### src/rtl/ipsxe_floating_point_invsqrt_result_buffer_v1_0.sv
// Result FIFO behind the invsqrt core: captures word + flags, presents them on a
// valid/ready port, and hands out issue credit so a return can never find the FIFO full.
module ipsxe_floating_point_invsqrt_result_buffer_v1_0 #(
  parameter int EXP_WIDTH = 11,
  parameter int MAN_WIDTH = 52,
  parameter int DEPTH     = 16,
  localparam int DW = 1 + EXP_WIDTH + MAN_WIDTH,
  localparam int AW = $clog2(DEPTH),
  localparam int CW = AW + 1
) (
  input  logic          i_clk,
  input  logic          i_rst,
  input  logic          i_aclken,
  input  logic          i_issue,
  output logic          o_issue_ok,
  input  logic          i_res_valid,
  input  logic [DW-1:0] i_res_data,
  input  logic          i_res_invalid_op,
  input  logic          i_res_div_by_zero,
  output logic          o_valid,
  input  logic          i_ready,
  output logic [DW-1:0] o_data,
  output logic          o_invalid_op,
  output logic          o_divide_by_zero,
  output logic [CW-1:0] o_level,
  output logic [CW-1:0] o_inflight,
  output logic [1:0]    o_err
);

  localparam int EW = DW + 2;
  localparam logic [CW-1:0] DEPTH_LVL = DEPTH[CW-1:0];
  localparam logic [CW:0]   DEPTH_OCC = DEPTH[CW:0];

  typedef struct packed {
    logic [DW-1:0] data;
    logic          invalid_op;
    logic          div_by_zero;
  } entry_t;

  entry_t          mem [DEPTH];
  logic [AW-1:0]   wr_ptr, rd_ptr;
  logic [CW-1:0]   level, inflight;
  logic [1:0]      err;

  logic            iss, ret, pop, full, wr, drop, ret_orphan;
  logic [CW:0]     occupancy;
  entry_t          head, wr_entry;

  // Credit counts both stored words and words still inside the core pipeline.
  assign occupancy  = {1'b0, inflight} + {1'b0, level};
  assign o_issue_ok = occupancy < DEPTH_OCC;

  assign iss        = i_issue & i_aclken & o_issue_ok;
  assign ret        = i_res_valid & i_aclken;
  assign pop        = o_valid & i_ready;
  assign full       = (level == DEPTH_LVL);
  assign wr         = ret & (~full | pop);
  assign drop       = ret & full & ~pop;
  assign ret_orphan = ret & (inflight == '0);

  assign wr_entry = '{data: i_res_data, invalid_op: i_res_invalid_op,
                      div_by_zero: i_res_div_by_zero};

  // Storage is deliberately unreset; o_valid gates everything read from it.
  always_ff @(posedge i_clk) begin
    if (wr) mem[wr_ptr] <= wr_entry;
  end

  always_ff @(posedge i_clk) begin
    if (i_rst) begin
      wr_ptr <= '0;
      rd_ptr <= '0;
    end else begin
      if (wr)  wr_ptr <= wr_ptr + AW'(1);
      if (pop) rd_ptr <= rd_ptr + AW'(1);
    end
  end

  always_ff @(posedge i_clk) begin
    if (i_rst) begin
      level <= '0;
    end else if (wr && !pop) begin
      level <= level + CW'(1);
    end else if (!wr && pop) begin
      level <= level - CW'(1);
    end
  end

  // A return with nothing outstanding is not subtracted; it only flags err[1].
  always_ff @(posedge i_clk) begin
    if (i_rst) begin
      inflight <= '0;
    end else if (iss && !ret) begin
      inflight <= inflight + CW'(1);
    end else if (ret && !iss && !ret_orphan) begin
      inflight <= inflight - CW'(1);
    end
  end

  always_ff @(posedge i_clk) begin
    if (i_rst) begin
      err <= '0;
    end else begin
      if (drop)       err[0] <= 1'b1;
      if (ret_orphan) err[1] <= 1'b1;
    end
  end

  assign head    = mem[rd_ptr];
  assign o_valid = (level != '0);

  always_comb begin
    o_data           = '0;
    o_invalid_op     = 1'b0;
    o_divide_by_zero = 1'b0;
    if (o_valid) begin
      o_data           = head.data;
      o_invalid_op     = head.invalid_op;
      o_divide_by_zero = head.div_by_zero;
    end
  end

  assign o_level    = level;
  assign o_inflight = inflight;
  assign o_err      = err;

endmodule

### config.mk
export PLATFORM = sky130hd
export DESIGN_NAME = ipsxe_floating_point_invsqrt_result_buffer_v1_0
export DESIGN_NICKNAME = d
export VERILOG_FILES = /design/src/rtl/ipsxe_floating_point_invsqrt_result_buffer_v1_0.sv
export SDC_FILE = /design/constraint.sdc
export NUM_CORES = 1
export LEC_CHECK = 0
export CORE_MARGIN = 5
export CORE_UTILIZATION = 45
export CTS_CLUSTER_DIAMETER = 80
export DETAILED_ROUTE_END_ITERATION = 10
export GPL_ROUTABILITY_DRIVEN = 1
export PLACE_DENSITY = 0.7
export SLEW_MARGIN = 0
export SYNTH_ARGS = -nofsm -noshare
export SYNTH_HDL_FRONTEND = slang
export SYNTH_SLANG_ARGS = --single-unit
### constraint.sdc
create_clock -name i_clk -period 8.5 [get_ports i_clk]
set_clock_uncertainty 0.05 [all_clocks]
set_input_delay 1.275 -clock i_clk [delete_from_list [all_inputs] [get_ports i_clk]]
set_output_delay 1.275 -clock i_clk [all_outputs]
set_load 0.02 [all_outputs]
**After elaboration in Yosys (flattened, before gate mapping)**

Memory sizes are Yosys's and may differ from the RTL's. A register that Yosys moved wholly into a read port is not among the register bits.
Index checks and enable logic that the tools add are counted.
W data, S select, Z words.

- Add/sub/neg operators: 7
- Multiply operators: 0
- Div/mod/pow operators: 0
- Magnitude comparators: 1
- Eq/ne operators: 1
- Shift operators: 0
- Muxes and demuxes: 11
- Bitwise gates (word level): 11
- Reduce and logical (&&, ||, !) cells: 14

Operators with widths:

| kind | number |
|---|---|
| $mux W64 | 1 |
| $mux W5 | 4 |
| $add A5 B1 Y5 const B | 2 |
| $sub A5 B1 Y5 const B | 2 |
| $add A4 B1 Y4 const B | 2 |
| $and A1 B1 Y1 | 8 |
| $mux W4 | 2 |
| $add A5 B5 Y6 | 1 |
| $lt A6 B5 Y1 const B | 1 |
| $eq A5 B5 Y1 const B | 1 |
| $logic_and A1 B1 Y1 | 5 |
| $logic_not A1 Y1 | 5 |
| $logic_not A5 Y1 | 1 |
| $reduce_bool A5 Y1 | 1 |
| $mux W1 | 4 |
| $reduce_bool A2 Y1 | 2 |
| $not A1 Y1 | 2 |
| $or A1 B1 Y1 | 1 |

- Register bits: 20
- Bits in latches: 0
- RAM bits: 1056
- Bits in read-only memories: 0
- Bits of input ports: 72
- Word-level logic and storage cells: 52
- Memories: 1

Memory list:

| name | depth | bits a word | read ports | clocked after memory_dff | write ports | line | source |
|---|---|---|---|---|---|---|---|
| mem | 16 | 66 | 1 | 1 | 1 | 40 | `entry_t mem [DEPTH];` |

**Longest topological paths before layout**

- Depth after elaboration: 8
- Mapped depth: 11

**Least setup slack after synthesis**

No wires, ideal clock.

- Path kind: input port to flip-flop
- Start point: input port i_ready
- End point: memory mem[3][0] in the netlist's numbering, enable pin
- Library setup time: 0.571 ns
- Data arrival time: 6.560 ns
- Required time: 7.879 ns
- Slack: 1.320 ns
- Cell stages on the path: 4
- Cells stage by stage: inv_1 a31oi_1 nand2_1 nor3_1

- Longest elaborated chain between the ends: 5

RTL lines:

| element | line | source |
|---|---|---|
| from (decl) | 21 | `input logic i_ready,` |
| $and A1 B1 Y1 | 55 | `assign pop = o_valid & i_ready;` |
| $or A1 B1 Y1 | 57 | `assign wr = ret & (~full \| pop);` |
| $and A1 B1 Y1 | 57 |  |
| via wr | 45 | `logic iss, ret, pop, full, wr, drop, ret_orphan;` |
| $mux W1 | 66 | `if (wr) mem[wr_ptr] <= wr_entry;` |
| $mux W1 (not written as such) | 66 |  |
| to (decl) | 40 |  |

The timed path passes the listed nets, and every way through them passes these cells.

==> flow_summary.toml <==
[outcome]
status = "completed"

[drt]
routedWlPerCell_um = 27.22
ant_nets = 0
dr.pass1.iters = 5
drc = 0
totalWireLength_mm = 86.56
drt_iter0_drc = 2057
avgViaCountPerCell = 5.755
vias = 18300

[place]
io_buffer_count = 151
place.gp.congestion = 0.7163
dp_hpwl_mm = 47.00
dpl_cell_area_sq_um = 44340

[global_route]
antenna_found_initial = 12
grt-ovfl-total = 0
grt_pass1_vias = 19450
grtUsageTotal_pct = 17.61
grt_max_degree = 123
grt_pass1_wl_mm = 129.4

[synthesis]
ys_warn_count = 0
yosysTopAreaCell = "edfxtp_1"
synth_top_area_share_pct = 76.50
synth_area_per_cell_sq_um = 24.35
synth_mux_area_share_pct = 18.06
synth_area_sq_um = 41450
synth_edf_count = 1056
ys.flop_type = "edfxtp_1"
ys_types = 39
synth_nets = 1792
synth_top_family_by_area = "multiplexers"
synth-adder-area-share_pct = 0.5796
synth_compound_gate_area_share_pct = 0.3713
synth.area.top_cells = "edfxtp_1, mux4_2, dfxtp_1"
yosys.area_share.simple_pct = 1.841
synth_xor_area_share_pct = 0.1690
synthArstFlopShare_pct = 0
syn_inst = 1702
synth-seq-area-share_pct = 77.66
ys_ff_latch = 1080

[worst_setup_path]
rr_worst_depth = 11
end_kind = "output port"
path_max_fanout = 43
crit_path_cell_trace = "buf_4 > mux4_2 > mux4_2 > and2_1 > clkdlybuf4s50_1"
cpPeakStageDelay_ps = 770
required_ps = 7170
startpoint_type = "register"
worstPathArrival_ps = 4080
cp_slowest_cell = "buf_4"
path_common_cell = "mux4_2"
crit_type = "register to output port"

[timing]
drv_slew = 0
fin_crit_sh_pct = 63.55
finalCriticalPeriod_ps = 5402
timing.hold.ws_ps = 443.0
rsz0062_at_grt = "no"
maxSlewHeadroom_pct = 22.93
tns_ps = 0
tightest_slew_ps = 1151
setup_viol = 0
hold_viol = 0
max_freq_mhz = 185.1

[power_and_ir_drop]
leakage_nw = 14.39
power_density_nw_per_um2 = 278.7
peakVddDrop_v = 0.0002000

[cts]
htreeDepth = 3
cts_setup_buffers = 0
numCtsBuffers = 104
root_buffer = "clkbuf_16"
cts_sinks = 1080
hold_buffers = 0
cts_tree = "done"
clkLatencyLatePin_ps = 670
cts_resized = 0
clkTransAtPathRegs_ps = 60
clock_path_buffers = 3

[cells_and_area]
seq_area_sq_um = 32210
syn_to_final_growth_pct = 15.26
drive_above_1_share_pct = 26.52
fillers = 6904
nets = 1994
multi_input_area_sq_um = 8831
finalInstanceArea_sq_um = 47770

[min_path]
whs_path_depth = 2
hp-class = "register to register"

[run]
cap_violations = 0

[floorplan]
fp.dieW_um = 313.5
fp.dieH_um = 313.5
die_area_sq_um = 98280
rows = 111
io_pins = 152
initial_utilization_pct = 45.29
core_area_sq_um = 91520
==> path summary, 6_finish.rpt <==
| path | slack [ps] | to | startpoint |
|---|---|---|---|
| hold reg to reg | 440 | register | rd_ptr[3] |
| setup / recovery | 3100 | o_data[54] | register |
| setup reg to reg | 4280 | o_level[4] | o_level[0] |
| hold / removal | 440 | register | rd_ptr[3] |
==> critical path: cells and delay by family, from the launching register on <==
kind / cells / cell delay (ps)
mux: 2 / 1170
simple gates: 1 / 200
buf+inv: 2 / 1310
flops: 1 / 670
==> cells in the mapped netlist (4+ instances only) <==
cell / number
a21oi_1: 8
and2_1: 67
buf_1: 5
buf_2: 4
buf_4: 13
buf_6: 16
clkbuf_1: 46
dfxtp_1: 24
edfxtp_1: 1056
ha_1: 16
inv_1: 10
mux4_2: 330
nand2_1: 7
nor2_1: 33
nor2b_1: 8
nor3_1: 10
o21ai_0: 7
xor2_1: 6
==> sequential cells by signal (all words and copies together), names as in the netlist, named ones only <==
| name | cells |
|---|---|
| o_err | 2 |
| mem | 1056 |
| rd_ptr | 4 |
| wr_ptr | 4 |
| o_level | 5 |
| o_inflight | 5 |
==> routing by layer <==
layer	wire [um]	share of wire (%)	global-route usage [%]	vias up
met3	5066	5.9	3.349	115
met1	35320	41	24.34	9919
met5	41	0.047	0	-
met2	44530	51	29.60	578
met4	1605	1.9	4.167	6
li1	-	-	-	7683
==> cell usage in the layout, fill, tap and decap left out, drive strengths merged, types with 8 or more instances in the layout <==
| master | synthesis | layout |
|---|---|---|
| ha | 16 | 16 |
| nor3 | 10 | 10 |
| nor2b | 8 | 8 |
| dfxtp | 24 | 24 |
| a21oi | 8 | 8 |
| clkbuf | 46 | 127 |
| and2 | 67 | 67 |
| mux4 | 330 | 330 |
| buf | 39 | 30 |
| bufinv | 0 | 14 |
| clkdlybuf4s50 | 0 | 151 |
| inv | 10 | 14 |
| edfxtp | 1056 | 1056 |
| clkinv | 1 | 38 |
| nor2 | 33 | 33 |
==> per-stage QoR <==
stage	worst slack, ps	power, mW	util (%)	instances
CTS	2974	13.49	52.18	3173
global placement	3197	8.853	48.44	2984
detailed placement	3006	8.894	48.44	2984
floorplan	1320	7.895	-	1702
finish	3098	13.32	52.20	3180
global route	2807	13.86	52.19	3175
==> layout make-up <==
class	count	area share, %
clock inverters	62	1.488
multi-input cells	526	18.48
well taps	1186	3.106
repair buffers	181	3.714
flip-flops and latches	1080	67.41
inverters	11	0.08643
clock buffers	127	5.673
diodes	7	0.03667
==> kinds of logic (layout without fill, tap and decap cells) <==
family / after synthesis / after routing
buffers and inverters: 96 / 381
muxes: 335 / 335
AOI/OAI and AO/OA: 25 / 25
xor gates and xnor gates: 8 / 8
other: 0 / 7
and+or+nand+nor: 140 / 140
adders and majority gates: 18 / 18
DFF: 1080 / 1080
==> power by group <==
part           switching, mW  internal (mW)
combinational           1.34           1.36
clock                   1.91           2.69
sequential            0.0943           5.92
Power figures use the tool's default switching activity.
